===== src/rtl/vga_sync_monitor.sv =====
// VGA sync timing monitor: measures hsync/vsync geometry against expected values,
// tracks SEARCH/ACQUIRE/LOCKED lock state and captures one probe pixel per locked frame.
module vga_sync_monitor #(
   parameter int unsigned H_TOTAL = 800,
   parameter int unsigned H_SYNC  = 96,
   parameter int unsigned V_TOTAL = 525,
   parameter int unsigned V_SYNC  = 2
) (
   input  logic        clk,
   input  logic        rst_n,
   input  logic        ena,
   input  logic [7:0]  vga_in,
   input  logic [10:0] probe_x,
   input  logic [10:0] probe_y,
   output logic [1:0]  state,
   output logic        locked,
   output logic [10:0] h_count,
   output logic [10:0] v_count,
   output logic [10:0] line_len,
   output logic [10:0] frame_lines,
   output logic [7:0]  err_count,
   output logic [7:0]  frame_count,
   output logic [5:0]  pixel_rgb,
   output logic        probe_hit
);
   localparam int unsigned CW = 11;
   localparam int unsigned EW = 8;
   localparam int unsigned PW = 6;
   localparam logic [CW-1:0] CNT_MAX  = '1;
   localparam logic [EW-1:0] ERR_MAX  = '1;
   localparam logic [7:0]    PIN_IDLE = 8'h88;

   typedef enum logic [1:0] {
      SEARCH  = 2'd0,
      ACQUIRE = 2'd1,
      LOCKED  = 2'd2
   } state_e;

   state_e        state_q, state_d;
   logic [7:0]    s1_q, s2_q;
   logic [CW-1:0] h_cnt_q, h_cnt_d;
   logic [CW-1:0] v_cnt_q, v_cnt_d;
   logic [CW-1:0] line_len_q, line_len_d;
   logic [CW-1:0] frame_lines_q, frame_lines_d;
   logic [CW-1:0] hs_wid_q, hs_wid_d;
   logic [CW-1:0] vs_wid_q, vs_wid_d;
   logic          pend_q, pend_d;
   logic [EW-1:0] err_q, err_d;
   logic [EW-1:0] frm_q, frm_d;
   logic [PW-1:0] pix_q, pix_d;
   logic          hit_q, hit_d;
   logic          locked_q, locked_d;

   logic hs_start, hs_end, vs_start, vs_end, boundary, err;

   // Edge detection on the second synchroniser stage; syncs are active-low.
   always_comb begin
      hs_start = s2_q[7] & ~s1_q[7];
      hs_end   = ~s2_q[7] & s1_q[7];
      vs_start = s2_q[3] & ~s1_q[3];
      vs_end   = ~s2_q[3] & s1_q[3];
      boundary = hs_start & (pend_q | vs_start);
   end

   // Measurement counters run regardless of lock state.
   always_comb begin
      h_cnt_d       = h_cnt_q;
      v_cnt_d       = v_cnt_q;
      line_len_d    = line_len_q;
      frame_lines_d = frame_lines_q;
      hs_wid_d      = hs_wid_q;
      vs_wid_d      = vs_wid_q;
      pend_d        = pend_q;

      if (hs_start) begin
         h_cnt_d    = '0;
         line_len_d = h_cnt_q + CW'(1);
      end else if (h_cnt_q != CNT_MAX) begin
         h_cnt_d = h_cnt_q + CW'(1);
      end

      if (hs_start) begin
         hs_wid_d = CW'(1);
      end else if (!s1_q[7] && hs_wid_q != CNT_MAX) begin
         hs_wid_d = hs_wid_q + CW'(1);
      end

      // vsync width is measured in hs_starts seen while vsync is low
      if (vs_start) begin
         vs_wid_d = hs_start ? CW'(1) : '0;
      end else if (!s1_q[3] && hs_start && vs_wid_q != CNT_MAX) begin
         vs_wid_d = vs_wid_q + CW'(1);
      end

      if (vs_start) pend_d = 1'b1;
      if (boundary) pend_d = 1'b0;

      if (boundary) begin
         frame_lines_d = v_cnt_q + CW'(1);
         v_cnt_d       = '0;
      end else if (hs_start && v_cnt_q != CNT_MAX) begin
         v_cnt_d = v_cnt_q + CW'(1);
      end
   end

   // Timing violations; only acted upon outside SEARCH.
   always_comb begin
      err = 1'b0;
      if (hs_start && (h_cnt_q + CW'(1)) != CW'(H_TOTAL))        err = 1'b1;
      if (hs_end && hs_wid_q != CW'(H_SYNC))                      err = 1'b1;
      if (vs_end && vs_wid_q != CW'(V_SYNC))                      err = 1'b1;
      if (boundary && (v_cnt_q + CW'(1)) != CW'(V_TOTAL))         err = 1'b1;
      if (!hs_start && h_cnt_q == (CNT_MAX - CW'(1)))             err = 1'b1;
      if (state_q == SEARCH)                                      err = 1'b0;
   end

   // Lock FSM next state, error/frame counters and probe capture.
   always_comb begin
      state_d = state_q;
      err_d   = err_q;
      frm_d   = frm_q;
      pix_d   = pix_q;
      hit_d   = 1'b0;

      case (state_q)
         SEARCH: begin
            if (boundary) state_d = ACQUIRE;
         end
         ACQUIRE: begin
            if (err)           state_d = SEARCH;
            else if (boundary) state_d = LOCKED;
         end
         LOCKED: begin
            if (err)           state_d = SEARCH;
            else if (boundary) frm_d = frm_q + EW'(1);
         end
         default: state_d = SEARCH;
      endcase

      if (err && err_q != ERR_MAX) err_d = err_q + EW'(1);

      if (state_q == LOCKED && h_cnt_q == probe_x && v_cnt_q == probe_y) begin
         hit_d = 1'b1;
         pix_d = {s2_q[4], s2_q[0], s2_q[5], s2_q[1], s2_q[6], s2_q[2]};
      end

      locked_d = (state_d == LOCKED);
   end

   always_ff @(posedge clk or negedge rst_n) begin
      if (!rst_n) begin
         state_q       <= SEARCH;
         s1_q          <= PIN_IDLE;
         s2_q          <= PIN_IDLE;
         h_cnt_q       <= '0;
         v_cnt_q       <= '0;
         line_len_q    <= '0;
         frame_lines_q <= '0;
         hs_wid_q      <= '0;
         vs_wid_q      <= '0;
         pend_q        <= 1'b0;
         err_q         <= '0;
         frm_q         <= '0;
         pix_q         <= '0;
         hit_q         <= 1'b0;
         locked_q      <= 1'b0;
      end else if (ena) begin
         state_q       <= state_d;
         s1_q          <= vga_in;
         s2_q          <= s1_q;
         h_cnt_q       <= h_cnt_d;
         v_cnt_q       <= v_cnt_d;
         line_len_q    <= line_len_d;
         frame_lines_q <= frame_lines_d;
         hs_wid_q      <= hs_wid_d;
         vs_wid_q      <= vs_wid_d;
         pend_q        <= pend_d;
         err_q         <= err_d;
         frm_q         <= frm_d;
         pix_q         <= pix_d;
         hit_q         <= hit_d;
         locked_q      <= locked_d;
      end
   end

   assign state       = state_q;
   assign locked      = locked_q;
   assign h_count     = h_cnt_q;
   assign v_count     = v_cnt_q;
   assign line_len    = line_len_q;
   assign frame_lines = frame_lines_q;
   assign err_count   = err_q;
   assign frame_count = frm_q;
   assign pixel_rgb   = pix_q;
   assign probe_hit   = hit_q;
endmodule


===== config.mk =====
export PLATFORM = sky130hd
export DESIGN_NAME = vga_sync_monitor
export DESIGN_NICKNAME = d
export VERILOG_FILES = /design/src/rtl/vga_sync_monitor.sv
export SDC_FILE = /design/constraint.sdc
export NUM_CORES = 1
export LEC_CHECK = 0
export ABC_CLOCK_PERIOD_IN_PS = 5600
export BUFFER_PORTS_ARGS = -buffer_cell sky130_fd_sc_hd__buf_2
export CORE_MARGIN = 2
export CORE_UTILIZATION = 45
export CTS_CLUSTER_DIAMETER = 200
export DETAILED_ROUTE_END_ITERATION = 8
export PLACE_DENSITY = 0.74
export REMOVE_ABC_BUFFERS = 1
export SKIP_LAST_GASP = 1
export SYNTH_ARGS = -nofsm -noshare
export SYNTH_HDL_FRONTEND = slang
export SYNTH_SLANG_ARGS = --single-unit

===== constraint.sdc =====
create_clock -name clk -period 5.6 [get_ports clk]
set_input_delay 1.12 -clock clk [delete_from_list [all_inputs] [get_ports clk]]
set_output_delay 1.12 -clock clk [all_outputs]
set_load 0.02 [all_outputs]

Word-level counts from Yosys, hierarchy flattened
Index checks and enable logic that the tools add are counted.
{"block": "word_totals", "ff_bits": 109, "inputBits": 33, "output_inout_bits": 70, "word_cells": 101}
{"block": "op_classes", "addsub": 6, "eq_ne": 15, "mux": 23, "n_bitwise": 11, "n_reduce_logical": 31}
{"op": "$mux W11", "count": 8}
{"op": "$add A11 B1 Y11 const B", "count": 4}
{"op": "$ne A11 B11 Y1 const B", "count": 4}
{"op": "$eq A11 B11 Y1", "count": 2}
{"op": "$ne A11 B10 Y1 const B", "count": 2}
{"op": "$reduce_and A2 Y1", "count": 9}
{"op": "$add A8 B1 Y8 const B", "count": 2}
{"op": "$logic_and A1 B1 Y1", "count": 12}
{"op": "$eq A11 B11 Y1 const B", "count": 1}
{"op": "$ne A11 B2 Y1 const B", "count": 1}
{"op": "$ne A11 B7 Y1 const B", "count": 1}
{"op": "$mux W1", "count": 10}
{"op": "$reduce_bool A2 Y1", "count": 5}
{"op": "$mux W2", "count": 4}
{"op": "$ne A8 B8 Y1 const B", "count": 1}
{"op": "$pmux W2 S3", "count": 1}
{"op": "$and A1 B1 Y1", "count": 5}
{"op": "$not A1 Y1", "count": 5}
{"op": "$eq A2 B2 Y1 const B", "count": 2}
{"op": "$reduce_and A4 Y1", "count": 1}
{"op": "$logic_not A1 Y1", "count": 3}
{"op": "$eq A2 B1 Y1 const B", "count": 1}
{"op": "$logic_not A2 Y1", "count": 1}
{"op": "$or A1 B1 Y1", "count": 1}

Depth between registers and ports, before layout
{"block": "depth", "word_depth": 12, "depth_mapped": 10}

Worst setup path after synthesis
OpenSTA, ideal clock, no wires.
{"block": "synth_path", "path_type": "input-to-reg", "start": "input port ena", "end": "register frm_q[1] (netlist: frame_count[1])", "setup_ns": 0.127, "arrival_time_ns": 2.762, "t_required_ns": 5.473, "slack_ns": 2.711, "path_stages": 6, "path_buffers": 1, "path_cell_list": "clkbuf_1 > inv_1 > nor2_1 > nand2_1 > nor4b_4 > mux2_1"}
{"block": "synth_via", "elab_chain_len": 1}
{"element": "start, declared", "line": "11", "source": "input logic ena,"}
{"element": "$reduce_and A4 Y1 (no line)"}
{"element": "end signal, assigned", "line": "179", "source": "frm_q <= frm_d;"}
{"element": "end, declared", "line": "49", "source": "logic [EW-1:0] frm_q, frm_d;"}
Every way passes these cells.
A chain may end at the register's enable or synchronous reset.

Final worst setup path
{"block": "layout_path", "start": "input port ena", "end": "register vs_wid_q[5]"}
{"block": "layout_via", "elab_chain_len": 1}
{"element": "$reduce_and A2 Y1 (no line)"}
{"element": "end signal, assigned", "line": "176", "source": "vs_wid_q <= vs_wid_d;"}
{"element": "end, declared", "line": "46", "source": "logic [CW-1:0] vs_wid_q, vs_wid_d;"}
Every way passes these cells.

==> results.ini <==
[grt]
globalRouteTotalUtil_pct=20.8
grt_pass1_vias=4253
antenna_found_initial=0
grt_start_max_net_pins=73
gr-total-overflow=0
grt_pass1_wl_um=21600

[setup_path]
path_cells=buf_2 > nand2_1 > a311oi_1 > nand4_1 > or3_1 > a21oi_1
r2r_end=frame_count[1]
startpoint_type=primary input
r2r-start=v_count[0]
max_stage_delay_ns=0.87
arrival_ns=3.92
crit_type=primary input to flop
cp-startpoint=ena
r2r_cells=7
reg2reg_setup_slack_ns=2.46
cp.required_ns=5.88
crit_path_max_fanout=30
worstSetupEndpointType=flop
cpMaxStageDelayCell=a311oi_1

[pwr]
cellPowerDensity_nw_per_um2=340
ir_drop_mv=0.211
p_leak_nw=3.02

[finish]
area_delta_synth_final_pct=16.7
finalNetCount=694
mostFrequentLayoutCells=dfrtp_1 (105), buf_2 (101), nor2_1 (55)
diodes=0
stdcell_area_um2=6550
final_common_cell=dfrtp_1
drive_above_1_share_pct=24.4
nFillCells=1131

[clock_network]
clk_transition_reported_paths_ns=0.07
numCtsBuffers=9
ctsRootBufferMaster=clkbuf_16
cts_hold_buffers=0
cts_tree=done
ctsHtreeMaxLevel=3
clock_path_buffers=2
cts_resized=0
clk_latency_ns=0.35
cts.sinks=109
post_cts_buffers=0

[outcome]
status=finished, final reports clean

[synthesis]
synthCells=562
ys_seq_area_share_pct=48.7
synth.largest_area_cell=dfrtp_1
synth_ff_type=dfrtp_1
synth_cell_types=57
synth_top_area_share_pct=46.9
avgSynthCellArea_um2=9.98
synth_edf_count=0
netlist_top_cells_area=dfrtp_1 (47%), xnor2_1 (6.7%), mux2_2 (4.4%), o21ai_0 (4.3%), nor2_1 (3.7%)
yosys_warnings=0
async_flop_share_pct=100
ys_ff_latch=109
syn_area_um2=5610

[place]
place_congestion=0.868
portBuffers=102
dp.final_hpwl_um=9620
place_area_um2=6220

[timing]
holdWs_ns=0.477
setup_violations=0
period_needed_ns=3.64
rsz0062_at_grt=false
worstMarginPinSlew_ns=0.936
slew_viol_final=0
max_freq_mhz=274
timing.final.crit_share_pct=65.1
tns_ns=0
skew_ns=0.0110
max-slew-margin-rel_pct=37.1
finalHoldViolCount=0

[run]
cap_viol_max_count=0

[routing]
drt_iter0_drc=347
routedWlPerCell_um=16.1
routed_wl_um=13300
ant_nets=0
firstDrtPassIters=4
viasPerCell=5.46
vias=4496
drc=0

[floorplan]
chipHeight_um=116
start_util_pct=46.3
io_pins=103
core_area_um2=12100
dieArea_um2=13400
die_x_um=116
num_rows=40

[hold_path]
hold_end=frame_count[7]
hold_class=flop to flop
worstHoldPathCells=1
hp-start=frame_count[7]

==> layout make-up <==
cell class | count | area (um^2) | area share, %
Clock buffer | 10 | 239 | 3.65
Clock inverter | 6 | 91.3 | 1.40
Inverter | 13 | 48.8 | 0.745
Multi-Input combinational cell | 413 | 2690 | 41.1
Sequential cell | 109 | 2730 | 41.7
Tap cell | 168 | 210 | 3.21
Timing Repair Buffer | 105 | 536 | 8.18
==> power by group <==
part           switching (mW)  internal, mW  leakage, nW
Clock                   0.296         0.408        0.163
Combinational           0.304         0.188         1.42
Sequential              0.126         0.901         1.43
==> cells in the mapped netlist, types with 8 or more instances <==
| library cell | count |
|---|---|
| nor3_1 | 8 |
| nand2b_1 | 10 |
| nand3_1 | 20 |
| nand4_1 | 17 |
| xor2_1 | 20 |
| mux2_2 | 22 |
| nor2_1 | 55 |
| xnor2_1 | 43 |
| o21ai_0 | 48 |
| buf_2 | 8 |
| clkbuf_1 | 11 |
| inv_1 | 13 |
| ha_1 | 10 |
| o31ai_1 | 8 |
| a21oi_1 | 16 |
| dfrtp_1 | 105 |
| nand2_1 | 51 |
| and3_1 | 12 |
==> layer usage <==
layer | track usage, % | up-vias | part of all wire, %
met3 | 4.65 | 14 | 5.5
met1 | 28.8 | 2195 | 46
met5 | 0 | - | 0
met2 | 33.2 | 129 | 48
li1 | - | 2158 | -
met4 | 5.63 | 0 | 1.3
==> cells by family after synthesis <==
family                     share of synthesized area, %
and+or+nand+nor                                    20.2
muxes                                              4.62
adders and majority gates                          2.23
xor gates and xnor gates                           9.84
AOI/OAI and AO/OA                                  11.1
DFF                                                48.7
buffers and inverters                              3.32
==> metrics by stage <==
| step | std cells | setup slack [ns] | utilization (%) | power, mW |
|---|---|---|---|---|
| 2_1_floorplan | 535 | 2.71 | - | 1.33 |
| 3_3_place_gp | 808 | 1.70 | 51.3 | 1.51 |
| 3_5_place_dp | 808 | 1.59 | 51.3 | 1.53 |
| 4_1_cts | 824 | 1.99 | 54.0 | 2.24 |
| 5_1_grt | 824 | 1.67 | 54.0 | 2.35 |
| 6_report | 824 | 1.96 | 54.0 | 2.22 |
==> sequential cells by signal (all words and copies together), names as in the netlist, 2 cells and up <==
signal	flops
frame_lines	11
h_count	11
hs_wid_q	11
line_len	11
v_count	11
vs_wid_q	11
err_count	8
frame_count	8
s1_q	8
s2_q	8
pixel_rgb	6
state	2
==> worst max path at each step <==
stage                          end  slack [ns]
finish                 vs_wid_q[5]        1.96
global route           vs_wid_q[7]        1.67
CTS                    vs_wid_q[5]        1.99
detailed placement     vs_wid_q[5]        1.59
global placement       vs_wid_q[9]        1.70
floorplan           frame_count[1]        2.71
==> critical path: cells and delay by family <==
family                 cells  cell delay, ns
AND/OR/NAND/NOR            3            1.29
AO/OA/AOI/OAI              2            1.01
buffers and inverters      1            0.49
(Power assumes the default switching activity.)
